## src/rtl/rv_mctl_pkg.sv

```systemverilog
// Shared types and encodings for the rv_mctl multicycle control unit.
package rv_mctl_pkg;

    typedef enum logic [3:0] {
        FETCH, DECODE, MEM_ADDR, MEM_RD, LW_WB, MEM_WR,
        ALU_EXEC, ALU_WB, BR_EXEC, JAL_EXEC, JALR_EXEC, TRAP
    } state_t;

    localparam logic [6:0] OP_LOAD   = 7'b0000011;
    localparam logic [6:0] OP_STORE  = 7'b0100011;
    localparam logic [6:0] OP_REG    = 7'b0110011;
    localparam logic [6:0] OP_IMM    = 7'b0010011;
    localparam logic [6:0] OP_BRANCH = 7'b1100011;
    localparam logic [6:0] OP_JAL    = 7'b1101111;
    localparam logic [6:0] OP_JALR   = 7'b1100111;

    localparam logic [2:0] F3_LW   = 3'b010;
    localparam logic [2:0] F3_SW   = 3'b010;
    localparam logic [2:0] F3_BEQ  = 3'b000;
    localparam logic [2:0] F3_BNE  = 3'b001;
    localparam logic [2:0] F3_BLT  = 3'b100;
    localparam logic [2:0] F3_BGE  = 3'b101;
    localparam logic [2:0] F3_SR   = 3'b101;
    localparam logic [2:0] F3_JALR = 3'b000;

    localparam logic PC_INC = 1'b0;
    localparam logic PC_ALU = 1'b1;

    localparam logic [1:0] WB_PC     = 2'd0;
    localparam logic [1:0] WB_ALUOUT = 2'd1;
    localparam logic [1:0] WB_MDR    = 2'd2;

    localparam logic [2:0] IMM_I = 3'd0;
    localparam logic [2:0] IMM_L = 3'd1;
    localparam logic [2:0] IMM_S = 3'd2;
    localparam logic [2:0] IMM_B = 3'd3;
    localparam logic [2:0] IMM_J = 3'd4;

    localparam logic [1:0] ALUA_REG = 2'd0;
    localparam logic [1:0] ALUA_PCC = 2'd1;

    localparam logic ALUB_REG = 1'b0;
    localparam logic ALUB_IMM = 1'b1;

    localparam logic [3:0] ALU_ADD = 4'b0000;
    localparam logic [3:0] ALU_SUB = 4'b0001;

endpackage

```

## src/rtl/rv_mctl_wdog.sv

```systemverilog
// Memory wait watchdog: counts stalled request cycles within one state and
// flags when the configured limit is reached (limit 0 never expires).
module rv_mctl_wdog #(
    parameter int MEM_TIMEOUT = 16
) (
    input  logic clk,
    input  logic rst,
    input  logic clear,
    input  logic tick,
    output logic expired
);
    localparam int CW = (MEM_TIMEOUT > 0) ? $clog2(MEM_TIMEOUT + 1) : 1;
    localparam logic [CW-1:0] LIMIT = CW'(MEM_TIMEOUT);

    logic [CW-1:0] count;

    // Saturates at the limit so a held stall cannot wrap back below it.
    always_ff @(posedge clk or posedge rst) begin
        if (rst)
            count <= '0;
        else if (clear)
            count <= '0;
        else if (tick && count != LIMIT)
            count <= count + CW'(1);
    end

    assign expired = (MEM_TIMEOUT != 0) && (count == LIMIT);

endmodule

```

## src/rtl/rv_mctl.sv

```systemverilog
// Multicycle RV32 subset control unit: sequences fetch, decode, memory, ALU,
// branch and jump steps and drives the datapath enables and selects.
module rv_mctl
    import rv_mctl_pkg::*;
#(
    parameter int MEM_TIMEOUT = 16,
    parameter bit EN_BR_EXT   = 1'b1,
    parameter bit EN_IALU     = 1'b1
) (
    input  logic        clk,
    input  logic        rst,
    input  logic [31:0] instr,
    input  logic        zero,
    input  logic        lt,
    input  logic        mem_ready,
    output logic        mem_req,
    output logic        mem_we,
    output logic        pcsrc,
    output logic        pcwrite,
    output logic        pccen,
    output logic        irwrite,
    output logic        mdrwrite,
    output logic        regwen,
    output logic        bsel,
    output logic [1:0]  wbsel,
    output logic [1:0]  asel,
    output logic [2:0]  immsel,
    output logic [3:0]  alusel,
    output logic        illegal,
    output logic        trap
);
    state_t state, state_nx;
    logic   expired;

    logic [6:0] opcode;
    logic [2:0] funct3;
    logic       bit30;
    logic       is_lw, is_sw, is_r, is_i, is_br, is_jal, is_jalr, legal;
    logic       unused_instr;

    assign opcode = instr[6:0];
    assign funct3 = instr[14:12];
    assign bit30  = instr[30];
    assign unused_instr = ^{instr[31], instr[29:15], instr[11:7]};

    assign is_lw   = (opcode == OP_LOAD) && (funct3 == F3_LW);
    assign is_sw   = (opcode == OP_STORE) && (funct3 == F3_SW);
    assign is_r    = (opcode == OP_REG);
    assign is_i    = EN_IALU && (opcode == OP_IMM);
    assign is_br   = (opcode == OP_BRANCH) &&
                     ((funct3 == F3_BEQ) ||
                      (EN_BR_EXT && ((funct3 == F3_BNE) || (funct3 == F3_BLT) || (funct3 == F3_BGE))));
    assign is_jal  = (opcode == OP_JAL);
    assign is_jalr = EN_IALU && (opcode == OP_JALR) && (funct3 == F3_JALR);
    assign legal   = is_lw | is_sw | is_r | is_i | is_br | is_jal | is_jalr;

    always_ff @(posedge clk or posedge rst) begin
        if (rst)
            state <= FETCH;
        else
            state <= state_nx;
    end

    // Completion wins over timeout when mem_ready lands on the limit cycle.
    always_comb begin
        state_nx = state;
        case (state)
            FETCH:     if (mem_ready) state_nx = DECODE; else if (expired) state_nx = TRAP;
            DECODE: begin
                if (is_lw || is_sw)     state_nx = MEM_ADDR;
                else if (is_r || is_i)  state_nx = ALU_EXEC;
                else if (is_br)         state_nx = BR_EXEC;
                else if (is_jal)        state_nx = JAL_EXEC;
                else if (is_jalr)       state_nx = JALR_EXEC;
                else                    state_nx = FETCH;
            end
            MEM_ADDR:  state_nx = is_sw ? MEM_WR : MEM_RD;
            MEM_RD:    if (mem_ready) state_nx = LW_WB; else if (expired) state_nx = TRAP;
            LW_WB:     state_nx = FETCH;
            MEM_WR:    if (mem_ready) state_nx = FETCH; else if (expired) state_nx = TRAP;
            ALU_EXEC:  state_nx = ALU_WB;
            ALU_WB:    state_nx = FETCH;
            BR_EXEC:   state_nx = FETCH;
            JAL_EXEC:  state_nx = FETCH;
            JALR_EXEC: state_nx = FETCH;
            TRAP:      state_nx = TRAP;
            default:   state_nx = FETCH;
        endcase
    end

    rv_mctl_wdog #(.MEM_TIMEOUT(MEM_TIMEOUT)) u_wdog (
        .clk     (clk),
        .rst     (rst),
        .clear   (state_nx != state),
        .tick    (mem_req && !mem_ready),
        .expired (expired)
    );

    always_comb begin
        mem_req  = 1'b0;
        mem_we   = 1'b0;
        pcsrc    = PC_INC;
        pcwrite  = 1'b0;
        pccen    = 1'b0;
        irwrite  = 1'b0;
        mdrwrite = 1'b0;
        regwen   = 1'b0;
        bsel     = ALUB_REG;
        wbsel    = WB_PC;
        asel     = ALUA_REG;
        immsel   = IMM_B;
        alusel   = ALU_ADD;
        illegal  = 1'b0;
        trap     = 1'b0;
        if (!rst) begin
            case (state)
                FETCH: begin
                    mem_req = 1'b1;
                    if (mem_ready) begin
                        irwrite = 1'b1;
                        pcwrite = 1'b1;
                        pccen   = 1'b1;
                    end
                end
                DECODE: begin
                    asel    = ALUA_PCC;
                    bsel    = ALUB_IMM;
                    illegal = !legal;
                end
                MEM_ADDR: begin
                    bsel   = ALUB_IMM;
                    immsel = is_sw ? IMM_S : IMM_L;
                end
                MEM_RD: begin
                    mem_req  = 1'b1;
                    mdrwrite = mem_ready;
                end
                LW_WB: begin
                    wbsel  = WB_MDR;
                    regwen = 1'b1;
                end
                MEM_WR: begin
                    mem_req = 1'b1;
                    mem_we  = 1'b1;
                end
                ALU_EXEC: begin
                    if (opcode == OP_REG) begin
                        alusel = {funct3, bit30};
                    end else begin
                        bsel   = ALUB_IMM;
                        immsel = IMM_I;
                        alusel = {funct3, (funct3 == F3_SR) ? bit30 : 1'b0};
                    end
                end
                ALU_WB: begin
                    wbsel  = WB_ALUOUT;
                    regwen = 1'b1;
                end
                BR_EXEC: begin
                    alusel = ALU_SUB;
                    pcsrc  = PC_ALU;
                    case (funct3)
                        F3_BEQ:  pcwrite = zero;
                        F3_BNE:  pcwrite = !zero;
                        F3_BLT:  pcwrite = lt;
                        F3_BGE:  pcwrite = !lt;
                        default: pcwrite = 1'b0;
                    endcase
                end
                JAL_EXEC: begin
                    immsel  = IMM_J;
                    asel    = ALUA_PCC;
                    bsel    = ALUB_IMM;
                    pcsrc   = PC_ALU;
                    pcwrite = 1'b1;
                    regwen  = 1'b1;
                end
                JALR_EXEC: begin
                    immsel  = IMM_I;
                    bsel    = ALUB_IMM;
                    pcsrc   = PC_ALU;
                    pcwrite = 1'b1;
                    regwen  = 1'b1;
                end
                TRAP:    trap = 1'b1;
                default: ;
            endcase
        end
    end

endmodule
```

## config.mk

```make
export PLATFORM = sky130hd
export DESIGN_NAME = rv_mctl
export DESIGN_NICKNAME = d
export VERILOG_FILES = /design/src/rtl/rv_mctl_pkg.sv /design/src/rtl/rv_mctl_wdog.sv /design/src/rtl/rv_mctl.sv
export SDC_FILE = /design/constraint.sdc
export NUM_CORES = 1
export LEC_CHECK = 0
export ABC_AREA = 1
export ABC_CLOCK_PERIOD_IN_PS = 4500
export CORE_UTILIZATION = 43
export DETAILED_ROUTE_END_ITERATION = 6
export GPL_TIMING_DRIVEN = 0
export PLACE_DENSITY = 0.85
export SETUP_SLACK_MARGIN = 0.3
export SLEW_MARGIN = 0
export SYNTH_ARGS = -nofsm -noshare
export SYNTH_HDL_FRONTEND = slang
export SYNTH_SLANG_ARGS = --single-unit
```

## constraint.sdc

```tcl
create_clock -name clk -period 4.5 [get_ports clk]
set_clock_uncertainty 0.15 [all_clocks]
set_input_delay 0.45 -clock clk [delete_from_list [all_inputs] [get_ports clk]]
set_output_delay 0.45 -clock clk [all_outputs]
set_load 0.05 [all_outputs]
```

==> key figures <==
Power
  – VDD IR max: 434 uV
  – Leakage: between 0.7 and 0.8 nW
  – Power density of the placed cells: 387 mW/mm^2
  – Total power: 0.615 mW

Critical path
  – Worst reg2reg path depth: 15
  – CP delay by family, top: buffers and inverters
  – Crit path DAT: 2.61 ns
  – FF-to-FF setup slack: around 2.5 ns
  – CP peak stage delay: 0.81 ns
  – CP Capture Type: output port
  – CP cell instances: clkdlybuf4s50_1, inv_1, nor4_1, inv_1, nand2_1, a31oi_1, nor2_1, clkdlybuf4s50_1
  – Worst path depth: 8
  – Worst Path Required: just under 4 ns
  – Crit path max fanout: 3
  – Crit-path slowest cell: clkdlybuf4s50_1
  – WS Path Type: input port to output port
  – CP bufs+invs: 4
  – Critical Path Start Type: input port

Detailed routing
  – DRC viols: 0
  – Antenna Nets Post-Route: 0
  – First DRT Iteration DRCs: 29
  – WL per Instance: 11.3 um
  – Vias: 1358
  – Vias/cell: between 5 and 6
  – Drt first pass iters: 5
  – Drt total wl: 3.03 mm

Logic synthesis
  – Cell area after synthesis: 0.00117 mm^2
  – Adder-cell share of the synthesized area: 0.0213
  – Post-Synth XOR/XNOR Area: 0.0149
  – Largest family of logic cells by synthesized area: simple AND/OR/NAND/NOR gates
  – Post-synth EDFFs: 0
  – Synth Area in Compound Gates: 0.0874
  – Post-synthesis mux area share: 0.00959
  – Netlist cell types: 31
  – Top FF cell, synth: dfrtp_1
  – Post-Synth Simple-Gate Area: 0.541
  – Sequential element share of the synthesized area: 0.192
  – Cell with the most instances after synthesis: nand2_1
  – Syn_area_per_cell: 5.87 um^2
  – Synth Instances: 200
  – Commonest cells post-synth: nand2_1, nor2_1, inv_1
  – FFs w/ async S/R, synth: 1.00
  – Syn_nets: ~240
  – Cell taking the most area after synthesis: dfrtp_1
  – Seq cells post-synth: 9
  – Yosys top cell area share: 0.192
  – Top cells by area, synth: dfrtp_1, nand2_1, nor2_1
  – Syn. warnings: 0

STA
  – Max_slew headroom: 0.662
  – Tmin final: between 3 and 4 ns
  – F_max: between 300 and 400 MHz
  – Tcrit/Tclk final: 0.714
  – Slew Limit Fails: 0
  – Worst-Margin Slew: roughly 0.5 ns
  – Final setup violation count: 0
  – RSZ-0062 raised after global routing: no
  – Hold_ws: 0.161 ns
  – Final Hold Fails: 0
  – Setup TNS: 0 ns

Die
  – Die area: a little under 0.003 mm^2
  – Die X: 54.2 um
  – Starting density of the core: 0.465
  – Die H: 54.2 um
  – Core box area: 0.00252 mm^2
  – Boundary Pins: approximately 60
  – Row cnt: 18

CTS
  – Setup Buffers After CTS: 0
  – Sink Count: 9
  – CTS tree: built
  – Post-CTS Resized: 0
  – Clock-pin slew on the worst setup and hold paths: 0.06 ns
  – CTS root buf: clkbuf_4
  – Worst-skew pair later-pin latency: 0.27 ns
  – Clock buffer count from CTS: 3
  – CTS H-tree lvls: 1
  – Worst-case clock buffer depth: 2
  – Hold-fix buffers, CTS: 0

Global route
  – Vias in the first global route: about 1.2k
  – Initial antenna violation count: 0
  – Grt ovf: 0
  – Busiest grt layer: met2
  – Met3 GRT Util: 0.0500
  – Largest net degree at the start of global routing: 13
  – First-pass GRT wire length: 4.98 mm
  – M1 GR Usage: 0.299
  – Global routing usage on met2: 0.402
  – GRT Util Overall: 0.229

Place
  – HPWL after detailed placement: 2.53 mm
  – Port buffer count: 35
  – Final Wtd Congestion: 0.924
  – Dpl cells: 265

Layout
  – Layout Cells excl Fill: 269
  – Fin util: 0.629
  – Layout area overhead: 35.3%
  – Antenna diodes: 0
  – Nets: 279
  – Share of layout cells above drive strength 1: 0.130

Run
  – Max cap viols: 0

Outcome
  – Status: finished clean

Worst hold path
  – Min-Delay Path Class: input port to asynchronous set/reset pin
-- power breakdown --
part,internal [mW],switching [mW],total [mW]
clock,0.0342,0.0291,0.0633
sequential,0.0965,0.0217,0.118
combinational,0.145,0.289,0.434
-- cell families after synthesis --
logic type,after synthesis
XOR/XNOR,2
AND/OR/NAND/NOR,131
buffers and inverters,39
multiplexers,1
other,1
AO/OA/AOI/OAI,15
adder cells (fa/ha/maj),2
flip-flops,9
-- placed cells by master (no fill, tap or decap) --
master	netlist	routed
mux2_2	1	1
o2111ai_1	1	1
o21ai_1	1	1
nand3_2	2	2
nand2_2	4	4
a221oi_1	1	1
clkbuf_1	2	3
clkdlybuf4s50_1	0	35
ha_1	2	2
nor4_1	2	2
a31oi_1	2	2
a21oi_1	6	6
nand3_1	18	18
nor3_1	9	9
nand4_4	1	1
nand2_1	49	49
nor3_4	1	1
nor2_2	4	4
a21oi_2	1	1
inv_2	6	6
inv_1	28	28
a21boi_4	1	1
xnor2_1	1	1
buf_4	2	2
xor2_1	1	1
o21ai_0	2	2
nor2_4	5	5
nand3b_1	1	1
dfrtp_1	9	9
clkbuf_4	0	3
nor2_1	35	35
conb_1	1	1
clkinv_1	1	1
-- layout make-up --
type                       instances  area (um^2)
fill                             246          935
timing repair buffer              35          350
multi-input combinational        152          795
tap                               30         37.5
clock buffer                       4         26.3
inverter                          35          131
buffer                             4         22.5
sequential                         9          225
-- metal layers --
metal	part of all wire	wire, um	up-vias
met4	0.0033	10	0
li1	-	-	710
met2	0.50	1520	24
met5	0	0	-
met3	0.027	82	2
met1	0.47	1410	622
-- registers in the layout, indices dropped and copies added (netlist names) --
name          count
u_wdog.count      5
state             4
-- per-stage QoR --
stage / setup WS (ns) / instance area, um^2
6_report: 1.29 / 1590
5_1_grt: 1.12 / 1590
4_1_cts: 1.30 / 1590
3_5_place_dp: 1.31 / 1560
3_3_place_gp: 1.32 / 1560
2_1_floorplan: 1.52 / 1170
-- worst paths after layout --
kind	start	endpoint
setup / recovery	instr[4]	alusel[0]
hold / removal	rst	u_wdog.count[3]
setup reg to reg	u_wdog.count[0]	u_wdog.count[0]
hold reg to reg	u_wdog.count[3]	u_wdog.count[3]
max in group asynchronous	rst	state[1]
min in group clk	u_wdog.count[3]	u_wdog.count[3]
Note: power is estimated with default switching activity, not from simulation.
